`src/rtl/partition_error_scanner.sv`:
```
// Exhaustive sweep sequencer and error scorer for one exact/approximate adder partition pair.
// Optional mean-error-distance accumulator enabled by defining PARTITION_SCANNER_MED_EN.
module partition_error_scanner #(
  parameter  int NUM_IN  = 9,
  parameter  int NUM_OUT = 5,
  parameter  int ERR_W   = 16,
  localparam int HAM_W   = $clog2(NUM_OUT + 1),
  localparam int MED_W   = ERR_W + NUM_OUT
) (
  input  logic               clk,
  input  logic               rst_n,
  input  logic               start,
  input  logic               abort,
  output logic [NUM_IN-1:0]  vec_out,
  input  logic [NUM_OUT-1:0] exact_po,
  input  logic [NUM_OUT-1:0] approx_po,
  output logic               busy,
  output logic               done,
  output logic               result_valid,
  output logic [ERR_W-1:0]   err_count,
  output logic [ERR_W-1:0]   ham_sum,
  output logic [HAM_W-1:0]   max_ham,
  output logic [MED_W-1:0]   med_sum
);

  typedef enum logic [1:0] {
    S_IDLE,
    S_RUN,
    S_FIN
  } state_t;

  state_t             state_q, state_d;
  logic [NUM_IN-1:0]  vec_q, vec_d;
  logic [ERR_W-1:0]   err_q, err_d;
  logic [ERR_W-1:0]   ham_sum_q, ham_sum_d;
  logic [HAM_W-1:0]   max_ham_q, max_ham_d;
  logic               valid_q, valid_d;

  logic [NUM_OUT-1:0] diff;
  logic [HAM_W-1:0]   ham;
  logic [ERR_W:0]     ham_sum_ext;

  // Per-vector Hamming distance between the two partition responses.
  always_comb begin
    diff = exact_po ^ approx_po;
    ham  = '0;
    for (int i = 0; i < NUM_OUT; i++) begin
      ham = ham + HAM_W'(diff[i]);
    end
    ham_sum_ext = {1'b0, ham_sum_q} + (ERR_W+1)'(ham);
  end

`ifdef PARTITION_SCANNER_MED_EN
  logic [MED_W-1:0]   med_q, med_d;
  logic [NUM_OUT-1:0] abs_diff;
  logic [MED_W:0]     med_ext;

  always_comb begin
    abs_diff = (exact_po > approx_po) ? (exact_po - approx_po) : (approx_po - exact_po);
    med_ext  = {1'b0, med_q} + (MED_W+1)'(abs_diff);
    med_d    = med_q;
    case (state_q)
      S_IDLE: if (start) med_d = '0;
      S_RUN:  if (!abort) med_d = med_ext[MED_W] ? '1 : med_ext[MED_W-1:0];
      default: med_d = med_q;
    endcase
  end

  always_ff @(posedge clk or negedge rst_n) begin
    if (!rst_n) med_q <= '0;
    else        med_q <= med_d;
  end

  assign med_sum = med_q;
`else
  assign med_sum = '0;
`endif

  // NOTE: combinational blocks use blocking '=' and assign every target a
  // default first, so no path can leave a variable unassigned and infer a latch.
  always_comb begin
    state_d   = state_q;
    vec_d     = vec_q;
    err_d     = err_q;
    ham_sum_d = ham_sum_q;
    max_ham_d = max_ham_q;
    valid_d   = valid_q;

    case (state_q)
      S_IDLE: begin
        if (start) begin
          state_d   = S_RUN;
          vec_d     = '0;
          err_d     = '0;
          ham_sum_d = '0;
          max_ham_d = '0;
          valid_d   = 1'b0;
        end
      end

      S_RUN: begin
        if (abort) begin
          // The vector presented on the abort cycle is deliberately dropped.
          state_d = S_IDLE;
          vec_d   = '0;
        end else begin
          if ((ham != '0) && (err_q != '1)) err_d = err_q + 1'b1;
          ham_sum_d = ham_sum_ext[ERR_W] ? '1 : ham_sum_ext[ERR_W-1:0];
          if (ham > max_ham_q) max_ham_d = ham;
          if (vec_q == '1) begin
            state_d = S_FIN;
            valid_d = 1'b1;
          end else begin
            vec_d = vec_q + 1'b1;
          end
        end
      end

      S_FIN: begin
        state_d = S_IDLE;
        vec_d   = '0;
      end

      default: begin
        state_d = S_IDLE;
        vec_d   = '0;
      end
    endcase
  end

  // NOTE: state registers use non-blocking '<=' so every flop samples the
  // pre-edge values regardless of statement order.
  always_ff @(posedge clk or negedge rst_n) begin
    if (!rst_n) begin
      state_q   <= S_IDLE;
      vec_q     <= '0;
      err_q     <= '0;
      ham_sum_q <= '0;
      max_ham_q <= '0;
      valid_q   <= 1'b0;
    end else begin
      state_q   <= state_d;
      vec_q     <= vec_d;
      err_q     <= err_d;
      ham_sum_q <= ham_sum_d;
      max_ham_q <= max_ham_d;
      valid_q   <= valid_d;
    end
  end

  assign vec_out      = vec_q;
  assign busy         = (state_q == S_RUN);
  assign done         = (state_q == S_FIN);
  assign result_valid = valid_q;
  assign err_count    = err_q;
  assign ham_sum      = ham_sum_q;
  assign max_ham      = max_ham_q;

endmodule
```
`config.mk`:
```
export PLATFORM = sky130hd
export DESIGN_NAME = partition_error_scanner
export DESIGN_NICKNAME = d
export VERILOG_FILES = /design/src/rtl/partition_error_scanner.sv
export SDC_FILE = /design/constraint.sdc
export NUM_CORES = 1
export LEC_CHECK = 0
export BUFFER_PORTS_ARGS = -buffer_cell sky130_fd_sc_hd__buf_2
export CAP_MARGIN = 5
export CORE_ASPECT_RATIO = 1.1
export CORE_UTILIZATION = 57
export CTS_CLUSTER_DIAMETER = 60
export CTS_CLUSTER_SIZE = 20
export DETAILED_ROUTE_END_ITERATION = 8
export GPL_TIMING_DRIVEN = 1
export PLACE_DENSITY = 0.88
export SKIP_CTS_REPAIR_TIMING = 1
export SYNTH_ARGS = -nofsm -noshare
export SYNTH_HDL_FRONTEND = slang
export SYNTH_SLANG_ARGS = --single-unit
```
`constraint.sdc`:
```
create_clock -name clk -period 6.81 [get_ports clk]
set_input_delay 1.362 -clock clk [delete_from_list [all_inputs] [get_ports clk]]
set_output_delay 1.362 -clock clk [all_outputs]
set_load 0.02 [all_outputs]
```
==> results of run 1 <==
registers in the layout, summed over array words and instances (netlist names):
signal        flops
err_count        16
result_valid      1
state_q           2
max_ham           3
vec_out           9
ham_sum          16
synth_stat cells (7+ instances only):
cell type	instances	area, um^2
dfrtp_1	47	1176
xnor2_1	11	96.34
nand3_1	18	90.09
clkbuf_1	7	26.28
inv_1	11	41.29
ha_1	10	125.1
and2_1	7	43.79
nand4_1	10	62.56
o21ai_0	13	65.06
or4_1	11	82.58
buf_4	21	157.7
a21oi_1	24	120.1
and3_1	9	56.30
nor2_1	18	67.56
nor3_1	9	45.04
nand2_1	21	78.83
cells by family after synthesis:
family          Yosys count  synth area share (%)
compound gates           69                 14.43
xor+xnor                 11                 3.165
fa+ha+maj                13                 6.083
buf+inv                  43                 8.426
flops                    47                 38.64
mux                       4                 1.356
other cells               1                0.1232
simple gates            141                 27.78
how the worst min path moves through the flow:
stage / startpoint / endpoint / slack [ns] / cells past startpoint
after floorplan: result_valid / result_valid / 0.61 / 1
after global placement: result_valid / result_valid / 0.47 / 1
after detailed placement: result_valid / result_valid / 0.50 / 1
after CTS: result_valid / result_valid / 0.52 / 1
after global routing: result_valid / result_valid / 0.54 / 1
final: result_valid / result_valid / 0.52 / 1
metal layers:
metal  up-vias  GRT usage (%)
met1      1281          32.19
met4         0          10.20
li1       1281              -
met2       100          41.32
met3         8          5.006
met5         -              0
worst max-delay path, cell delays in order:
cell      delay, ns
buf_2          0.10
xnor2_1        0.20
fa_1           0.48
fa_1           0.53
inv_1          0.11
ha_1           0.17
inv_1          0.05
fa_1           0.42
o21bai_1       0.14
a21oi_1        0.18
or4_1          0.73
and3_1         0.24
nor3_1         0.14
cells in the final DEF, fill, tap and decap left out, types with 4 or more instances in the layout:
| cell type | count |
|---|---|
| ha_1 | 10 |
| a21oi_2 | 4 |
| o21ai_0 | 13 |
| clkbuf_8 | 5 |
| nand3_1 | 18 |
| and2_1 | 7 |
| dfrtp_1 | 47 |
| nand2_1 | 21 |
| or4_1 | 11 |
| xnor2_1 | 11 |
| conb_1 | 21 |
| and4_1 | 6 |
| inv_1 | 11 |
| nand4_1 | 10 |
| and3_1 | 9 |
| nor2_1 | 18 |
| or3_1 | 6 |
| nand2b_1 | 4 |
| a21oi_1 | 24 |
| o31ai_1 | 6 |
| nor3_1 | 9 |
| buf_2 | 60 |
final cells by class:
type,instances,area (um^2)
fillers,425,1694
well taps,58,72.57
inverters,12,45.04
flip-flops and latches,47,1176
clock inverters,2,12.51
multi-input cells,259,1687
clock buffers,6,72.57
repair buffers,61,307.8
power breakdown:
part / leakage (uW) / internal, uW / switching [uW]
registers: 0.000646 / 305 / 36.3
clock network: 0.0000412 / 71.9 / 97.5
logic: 0.000914 / 99.6 / 184
stage by stage:
step / total power [uW] / area, um^2 / std cells / worst slack, ns / util, %
CTS: 796.0 / 3373 / 445 / 2.150 / 66.57
global placement: 614.1 / 3288 / 437 / 1.934 / 64.89
floorplan: 551.7 / 3119 / 349 / 2.236 / -
global route: 842.4 / 3373 / 445 / 1.842 / 66.57
finish: 794.1 / 3373 / 445 / 2.156 / 66.57
detailed placement: 625.2 / 3288 / 437 / 1.834 / 64.89
==> flow_summary.json, run 1 <==
{
  "numCtsBuffers": 5,
  "final_net_count": 413,
  "hold_path.class": "register to register",
  "r2r_slack_ns": 4.22,
  "wl_per_cell_um": 15.12,
  "ys_seq_area_share_pct": 38.64,
  "max_freq_ghz": 0.2149,
  "setup_viol": 0,
  "drtIter0Drc": 307,
  "r2r-end": "ham_sum[8]",
  "cts_sinks": 47,
  "clk_pin_slew_worst_paths_ns": 0.09,
  "reg2reg_depth": 8,
  "rsz0062_at_grt": "no",
  "portBuffers": 60,
  "avgSynthCellArea_um2": 9.253,
  "syn_inst": 329,
  "min_period_ns": 4.654,
  "critPathMaxFanout": 9,
  "netlist_area_um2": 3044,
  "die_width_um": 71.68,
  "ios": 82,
  "grt_use_total_pct": 25.08,
  "core_region_area_um2": 5067,
  "clk_latency_ns": 0.30,
  "tightest_slew_ns": 1.279,
  "ir_drop_mv": 0.1612,
  "crit_arrival_ns": 4.87,
  "drc_errors": 0,
  "maxSlewViolCount": 0,
  "gp_congestion": 0.8304,
  "ys_ff_latch": 47,
  "highest_layer": "met4",
  "floorplan.die_area_um2": 5637,
  "start_util_pct": 60.07,
  "critPathLaunch": "approx_po[1]",
  "drv_cap": 0,
  "finalWirelength_um": 6730,
  "outcome": "complete, no violations",
  "whs_ns": 0.5158,
  "cts_tree": "built",
  "grt_pass1_wl_um": 11140,
  "skew_ns": 0.003271,
  "endpoint": "ham_sum[8]",
  "die_y_um": 78.65,
  "r2r_start": "ham_sum[0]",
  "root_buffer": "clkbuf_8",
  "clk_path_buf_depth": 2,
  "drive_gt1_share_pct": 21.71,
  "start_kind": "input port",
  "wl_met3_um": 370,
  "fin_setup_tns_ns": 0,
  "antennaDiodeCount": 0,
  "synth_edf_count": 0,
  "dr.pass1.iters": 4,
  "cts_max_level": 2,
  "crit_type": "input port to register",
  "crit_required_ns": 7.03,
  "grt-ovfl-total": 0,
  "dr_wl_met2_um": 3369,
  "vias_per_cell": 6.000,
  "yosys_warnings": 0,
  "synthArstFlopShare_pct": 100.0,
  "end_kind": "register",
  "num_rows": 27,
  "leakage_uw": 0.001602,
  "syn_to_final_growth_pct": 10.81,
  "hold_viol_final": 0,
  "finalCritPeriodShare_pct": 68.35,
  "p_per_area_nw_per_um2": 235.4,
  "synth_cell_types": 52,
  "m1WireLength_um": 2922,
  "postRouteAntennaNets": 0,
  "dpl.hpwl_um": 4729,
  "ys.flop_type": "dfrtp_1",
  "relSlewSlack_pct": 14.58,
  "antenna_found_initial": 0,
  "grt_max_degree": 48,
  "vias": 2670,
  "grt_pass1_vias": 2408
}
Power figures use the tool's default switching activity.
==> run 2: changes to the inputs <==
--- a/config.mk
+++ b/config.mk
@@ -8,12 +8,12 @@
 export BUFFER_PORTS_ARGS = -buffer_cell sky130_fd_sc_hd__buf_2
 export CAP_MARGIN = 5
 export CORE_ASPECT_RATIO = 1.1
-export CORE_UTILIZATION = 57
+export CORE_UTILIZATION = 53
 export CTS_CLUSTER_DIAMETER = 60
 export CTS_CLUSTER_SIZE = 20
 export DETAILED_ROUTE_END_ITERATION = 8
 export GPL_TIMING_DRIVEN = 1
-export PLACE_DENSITY = 0.88
+export PLACE_DENSITY = 0.82
 export SKIP_CTS_REPAIR_TIMING = 1
 export SYNTH_ARGS = -nofsm -noshare
 export SYNTH_HDL_FRONTEND = slang
==> constraint.sdc (replaced) <==
create_clock -name clk -period 4.5 [get_ports clk]
set_input_delay 0.9 -clock clk [delete_from_list [all_inputs] [get_ports clk]]
set_output_delay 0.9 -clock clk [all_outputs]
set_load 0.02 [all_outputs]
==> flow_summary.json, run 2 (same netlist as run 1, synthesis figures left out) <==
{
  "hold_path.class": "register to register",
  "clk_latency_ns": 0.32,
  "drtIter0Drc": 137,
  "num_rows": 28,
  "grt-ovfl-total": 0,
  "cts_sinks": 47,
  "drc_errors": 0,
  "start_util_pct": 55.70,
  "wl_per_cell_um": 14.34,
  "netSwitchingFraction_pct": 40.02,
  "multi_input_area_um2": 1689,
  "gp_congestion": 0.7960,
  "finalWirelength_um": 6654,
  "drive_gt1_share_pct": 22.37,
  "cts_max_level": 2,
  "place_ws_ns": 0.1095,
  "p_per_area_nw_per_um2": 355.6,
  "n_fill_cell": 472,
  "layout_common_cells": "buf_2, dfrtp_1, a21oi_1",
  "cpLargestDelayFamily": "adder cells",
  "cts_tree": "built",
  "clk_path_buf_depth": 2,
  "end_kind": "register",
  "vias": 2700,
  "grt_max_degree": 48,
  "min_period_ns": 4.056,
  "grt_pass1_vias": 2429,
  "fin_setup_tns_ns": 0,
  "floorplan.die_area_um2": 6051,
  "p_int_uw": 728.8,
  "setup_viol": 0,
  "max_freq_ghz": 0.2465,
  "rsz0062_at_grt": "no",
  "seq_area_um2": 1176,
  "root_buffer": "clkbuf_8",
  "seqPwrFrac_pct": 42.4,
  "critical_path_buf_inv_count": 3,
  "portBuffers": 60,
  "maxSlewViolCount": 0,
  "grt_pass1_wl_um": 10820,
  "dr.pass1.iters": 4,
  "finalCritPeriodShare_pct": 90.13,
  "die_width_um": 74.26,
  "postRouteAntennaNets": 0,
  "slowest_stage": "or4_1",
  "syn_to_final_growth_pct": 12.25,
  "ios": 82,
  "drv_cap": 0,
  "p_clk_share_pct": 22.2,
  "core_region_area_um2": 5465,
  "p_sw_uw": 486.2,
  "crit_arrival_ns": 4.29,
  "die_y_um": 81.49,
  "dpl.hpwl_um": 4727,
  "vias_per_cell": 5.819,
  "hold_viol_final": 0,
  "skew_ns": 0.01126,
  "final_net_count": 415,
  "relSlewSlack_pct": 20.14,
  "numCtsBuffers": 5,
  "antennaDiodeCount": 0,
  "crit_required_ns": 4.74,
  "ir_drop_mv": 0.2370,
  "outcome": "complete, no violations",
  "antenna_found_initial": 0,
  "crit_type": "input port to register",
  "leakage_uw": 0.001616,
  "fin_ws_ns": 0.4440,
  "clk_pin_slew_worst_paths_ns": 0.09,
  "grt_use_total_pct": 23.17,
  "start_kind": "input port",
  "layout_commonest_cell": "buf_2",
  "comb_power_share_pct": 35.4,
  "tightest_slew_ns": 1.197,
  "critPathMaxFanout": 9,
  "worstPathCellList": "buf_2 > xnor2_1 > fa_1 > fa_1 > inv_1 > ha_1 > inv_1 > fa_1 > o21bai_1 > a21oi_1 > or4_1 > and4_1 > nor3_2",
  "cpPeakStageDelay_ns": 0.69,
  "worst_path_most_repeated_cell": "fa_1"
}
==> run 2: cell count changes in the layout (fill, tap and decap cells not counted) <==
cell,previous run,this run
clkinv_2,1,0
nor2_1,18,17
clkinv_4,0,2
buf_4,1,3
clkinvlp_4,1,0
nor2_2,0,1
==> run 2: metrics by stage <==
stage	hold slack (ns)	cell area, um^2	instances	util, %	power [uW]
2_1_floorplan	0.6044	3119	349	-	835.0
6_report	0.5134	3417	464	62.52	1215
4_1_cts	0.5305	3417	464	62.52	1223
3_5_place_dp	0.4795	3327	456	60.87	954.2
3_3_place_gp	0.4685	3327	456	60.87	939.4
5_1_grt	0.5321	3417	464	62.52	1288
==> run 2: area by class of cell <==
| cell class | instances | area share, % |
|---|---|---|
| inverter | 12 | 1.318 |
| clock buffer | 6 | 2.124 |
| sequential | 47 | 34.42 |
| multi-input combinational | 259 | 49.43 |
| clock inverter | 2 | 0.5126 |
| timing repair buffer | 63 | 9.447 |
| tap | 75 | 2.746 |
==> run 2: path summary, 6_finish.rpt <==
kind	cells past startpoint	startpoint	slack, ns	to
max in group asynchronous	1	rst_n	3.09	ham_sum[15]
hold / removal	1	result_valid	0.51	result_valid
setup reg to reg	8	ham_sum[0]	2.01	ham_sum[5]
hold reg to reg	1	result_valid	0.51	result_valid
min in group asynchronous	1	rst_n	0.76	vec_out[6]
setup / recovery	13	approx_po[1]	0.44	ham_sum[5]
==> run 2: per-layer routing <==
layer  up-vias  part of all wire, %  GRT usage (%)  wire length [um]
met2        95                   49          38.64              3259
li1       1279                    -              -                 -
met1      1320                   44          29.23              2917
met4         0                  1.2          9.057                79
met3         6                  6.0          5.153               397
met5         -                    0              0                 0
==> run 2: worst reg2reg max path, cell delays in order (launching register included) <==
cell and delay [ns]:
dfrtp_1 0.42, ha_1 0.19, inv_1 0.05, fa_1 0.42
o21bai_1 0.15, a21oi_1 0.09, or4_1 0.69, and4_1 0.26
nor3_2 0.14
==> run 2: power by group through the flow <==
stage | Sequential (uW) | Clock (uW) | Combinational [uW]
floorplan | 561 | 0 | 274
global placement | 521 | 0 | 419
detailed placement | 524 | 0 | 430
CTS | 516 | 274 | 433
global route | 523 | 287 | 478
finish | 516 | 269 | 430
==> run 3: changes to the inputs <==
--- a/config.mk
+++ b/config.mk
@@ -7,13 +7,16 @@
 export LEC_CHECK = 0
 export BUFFER_PORTS_ARGS = -buffer_cell sky130_fd_sc_hd__buf_2
 export CAP_MARGIN = 5
+export CELL_PAD_IN_SITES_DETAIL_PLACEMENT = 2
+export CELL_PAD_IN_SITES_GLOBAL_PLACEMENT = 2
 export CORE_ASPECT_RATIO = 1.1
-export CORE_UTILIZATION = 53
+export CORE_UTILIZATION = 31
 export CTS_CLUSTER_DIAMETER = 60
 export CTS_CLUSTER_SIZE = 20
 export DETAILED_ROUTE_END_ITERATION = 8
 export GPL_TIMING_DRIVEN = 1
-export PLACE_DENSITY = 0.82
+export PLACE_DENSITY = 0.81
+export RECOVER_POWER = 100
 export SKIP_CTS_REPAIR_TIMING = 1
 export SYNTH_ARGS = -nofsm -noshare
 export SYNTH_HDL_FRONTEND = slang
==> flow_summary.json, run 3 (same netlist as run 1, synthesis figures left out) <==
{
  "outcome": "finished with violations",
  "violations": "max-capacitance violations, max-slew violations",
  "comb_power_share_pct": 34.6,
  "r2r_slack_ns": 1.99,
  "critPathMaxFanout": 9,
  "antennaDiodeCount": 0,
  "finalCritPeriodShare_pct": 93.10,
  "tightest_slew_ns": 2.741,
  "finalWirelength_um": 8812,
  "clk_pin_slew_worst_paths_ns": 0.10,
  "grt_use_total_pct": 18.33,
  "cts_max_level": 2,
  "cts_tree": "built",
  "ir_drop_mv": 0.1206,
  "dpl.hpwl_um": 6476,
  "r2r_start": "ham_sum[0]",
  "clk_path_buf_depth": 2,
  "reg2reg_depth": 8,
  "portBuffers": 60,
  "antenna_found_initial": 0,
  "clk_latency_ns": 0.32,
  "whs_ns": 0.5197,
  "root_buffer": "clkbuf_8",
  "min_period_ns": 4.189,
  "drive_gt1_share_pct": 8.418,
  "postRouteAntennaNets": 0,
  "grt_pass1_wl_um": 14630,
  "floorplan.die_area_um2": 10220,
  "skew_ns": 0.01221,
  "crit_arrival_ns": 4.42,
  "numCtsBuffers": 5,
  "crit_required_ns": 4.74,
  "num_rows": 37,
  "dpl_cell_area_um2": 3402,
  "wl_per_cell_um": 17.31,
  "n_fill_cell": 1147,
  "start_util_pct": 32.23,
  "vias_per_cell": 5.377,
  "crit_type": "input port to register",
  "p_int_uw": 728.3,
  "hold_path_end": "result_valid",
  "p_total_uw": 1238,
  "gp_congestion": 0.7597,
  "hold_viol_final": 0,
  "p_sw_uw": 509.3,
  "vias": 2737,
  "final_net_count": 418,
  "relSlewSlack_pct": -82.72,
  "postLayoutCellArea_um2": 3392,
  "fin_setup_tns_ns": 0,
  "r2r-end": "ham_sum[5]",
  "seqPwrFrac_pct": 41.9,
  "cts_sinks": 47,
  "maxSlewViolCount": 48,
  "grt_pass1_vias": 3005,
  "drv_cap": 1,
  "drtIter0Drc": 93,
  "die_y_um": 105.9,
  "hold_path.class": "register to register",
  "die_width_um": 96.49,
  "setup_viol": 0,
  "leakage_uw": 0.001412,
  "min-delay-start": "result_valid",
  "rsz0062_at_grt": "no",
  "core_region_area_um2": 9444,
  "seq_area_um2": 1176,
  "grt_max_degree": 48,
  "max_freq_ghz": 0.2387,
  "min_path_cells": 1,
  "place_ws_ns": -0.001746,
  "drc_errors": 0,
  "ios": 82,
  "end_kind": "register",
  "dr.pass1.iters": 4,
  "syn_to_final_growth_pct": 11.43,
  "start_kind": "input port",
  "p_per_area_nw_per_um2": 364.9,
  "grt-ovfl-total": 0,
  "layout_common_cells": "clkbuf_1, dfrtp_1, a21oi_1",
  "p_clk_share_pct": 23.5,
  "netSwitchingFraction_pct": 41.15,
  "fin_ws_ns": 0.3107,
  "multi_input_area_um2": 1654,
  "layout_commonest_cell": "clkbuf_1"
}
[run 3: cell types whose count changed in the layout (fill, tap and decap cells not counted), sizes merged]
cell,change
clkbuf,+51
buf,-48
clkinv,-1
clkinvlp,+1
[run 3: metrics by stage]
stage	std cells	util (%)
floorplan	349	-
global placement	501	36.02
detailed placement	501	36.02
CTS	509	37.07
global route	509	35.92
finish	509	35.92
[run 3: final cells by class]
class	count	share of cell area, %
clock buffers	6	2.435
flip-flops and latches	47	34.67
well taps	117	4.316
inverters	12	1.328
multi-input cells	259	48.76
repair buffers	66	8.004
clock inverters	2	0.4795
[run 3: power groups by stage]
stage,clock (uW),sequential (uW),combinational [uW]
after floorplan,0,561,274
after global placement,0,524,441
after detailed placement,0,527,461
after CTS,300,520,463
after global routing,313,528,488
final,290,518,429
[run 3: worst max-delay path: stages]
cell and delay [ns]:
buf_2 0.10, xnor2_1 0.24, fa_1 0.49, fa_1 0.52, inv_1 0.13, ha_1 0.18, inv_1 0.06, fa_1 0.43
nor3b_2 0.18, a21oi_1 0.06, or4_1 0.70, and4_1 0.25, nor3_1 0.19
[run 3: worst max path at each step]
stage / from / end / slack [ns] / cells past startpoint
2_1_floorplan: approx_po[1] / ham_sum[5] / 0.39 / 13
3_3_place_gp: approx_po[1] / ham_sum[5] / 0.18 / 13
3_5_place_dp: approx_po[1] / ham_sum[5] / -0.002 / 13
4_1_cts: approx_po[1] / ham_sum[5] / 0.32 / 13
5_1_grt: approx_po[1] / ham_sum[5] / 0.10 / 13
6_report: approx_po[1] / ham_sum[5] / 0.31 / 13
[run 3: metal layers]
layer / routed length, um / GRT usage [%]
met5: 0 / 0
met4: 110 / 6.092
met3: 305 / 2.647
met2: 4539 / 32.55
met1: 3857 / 22.22
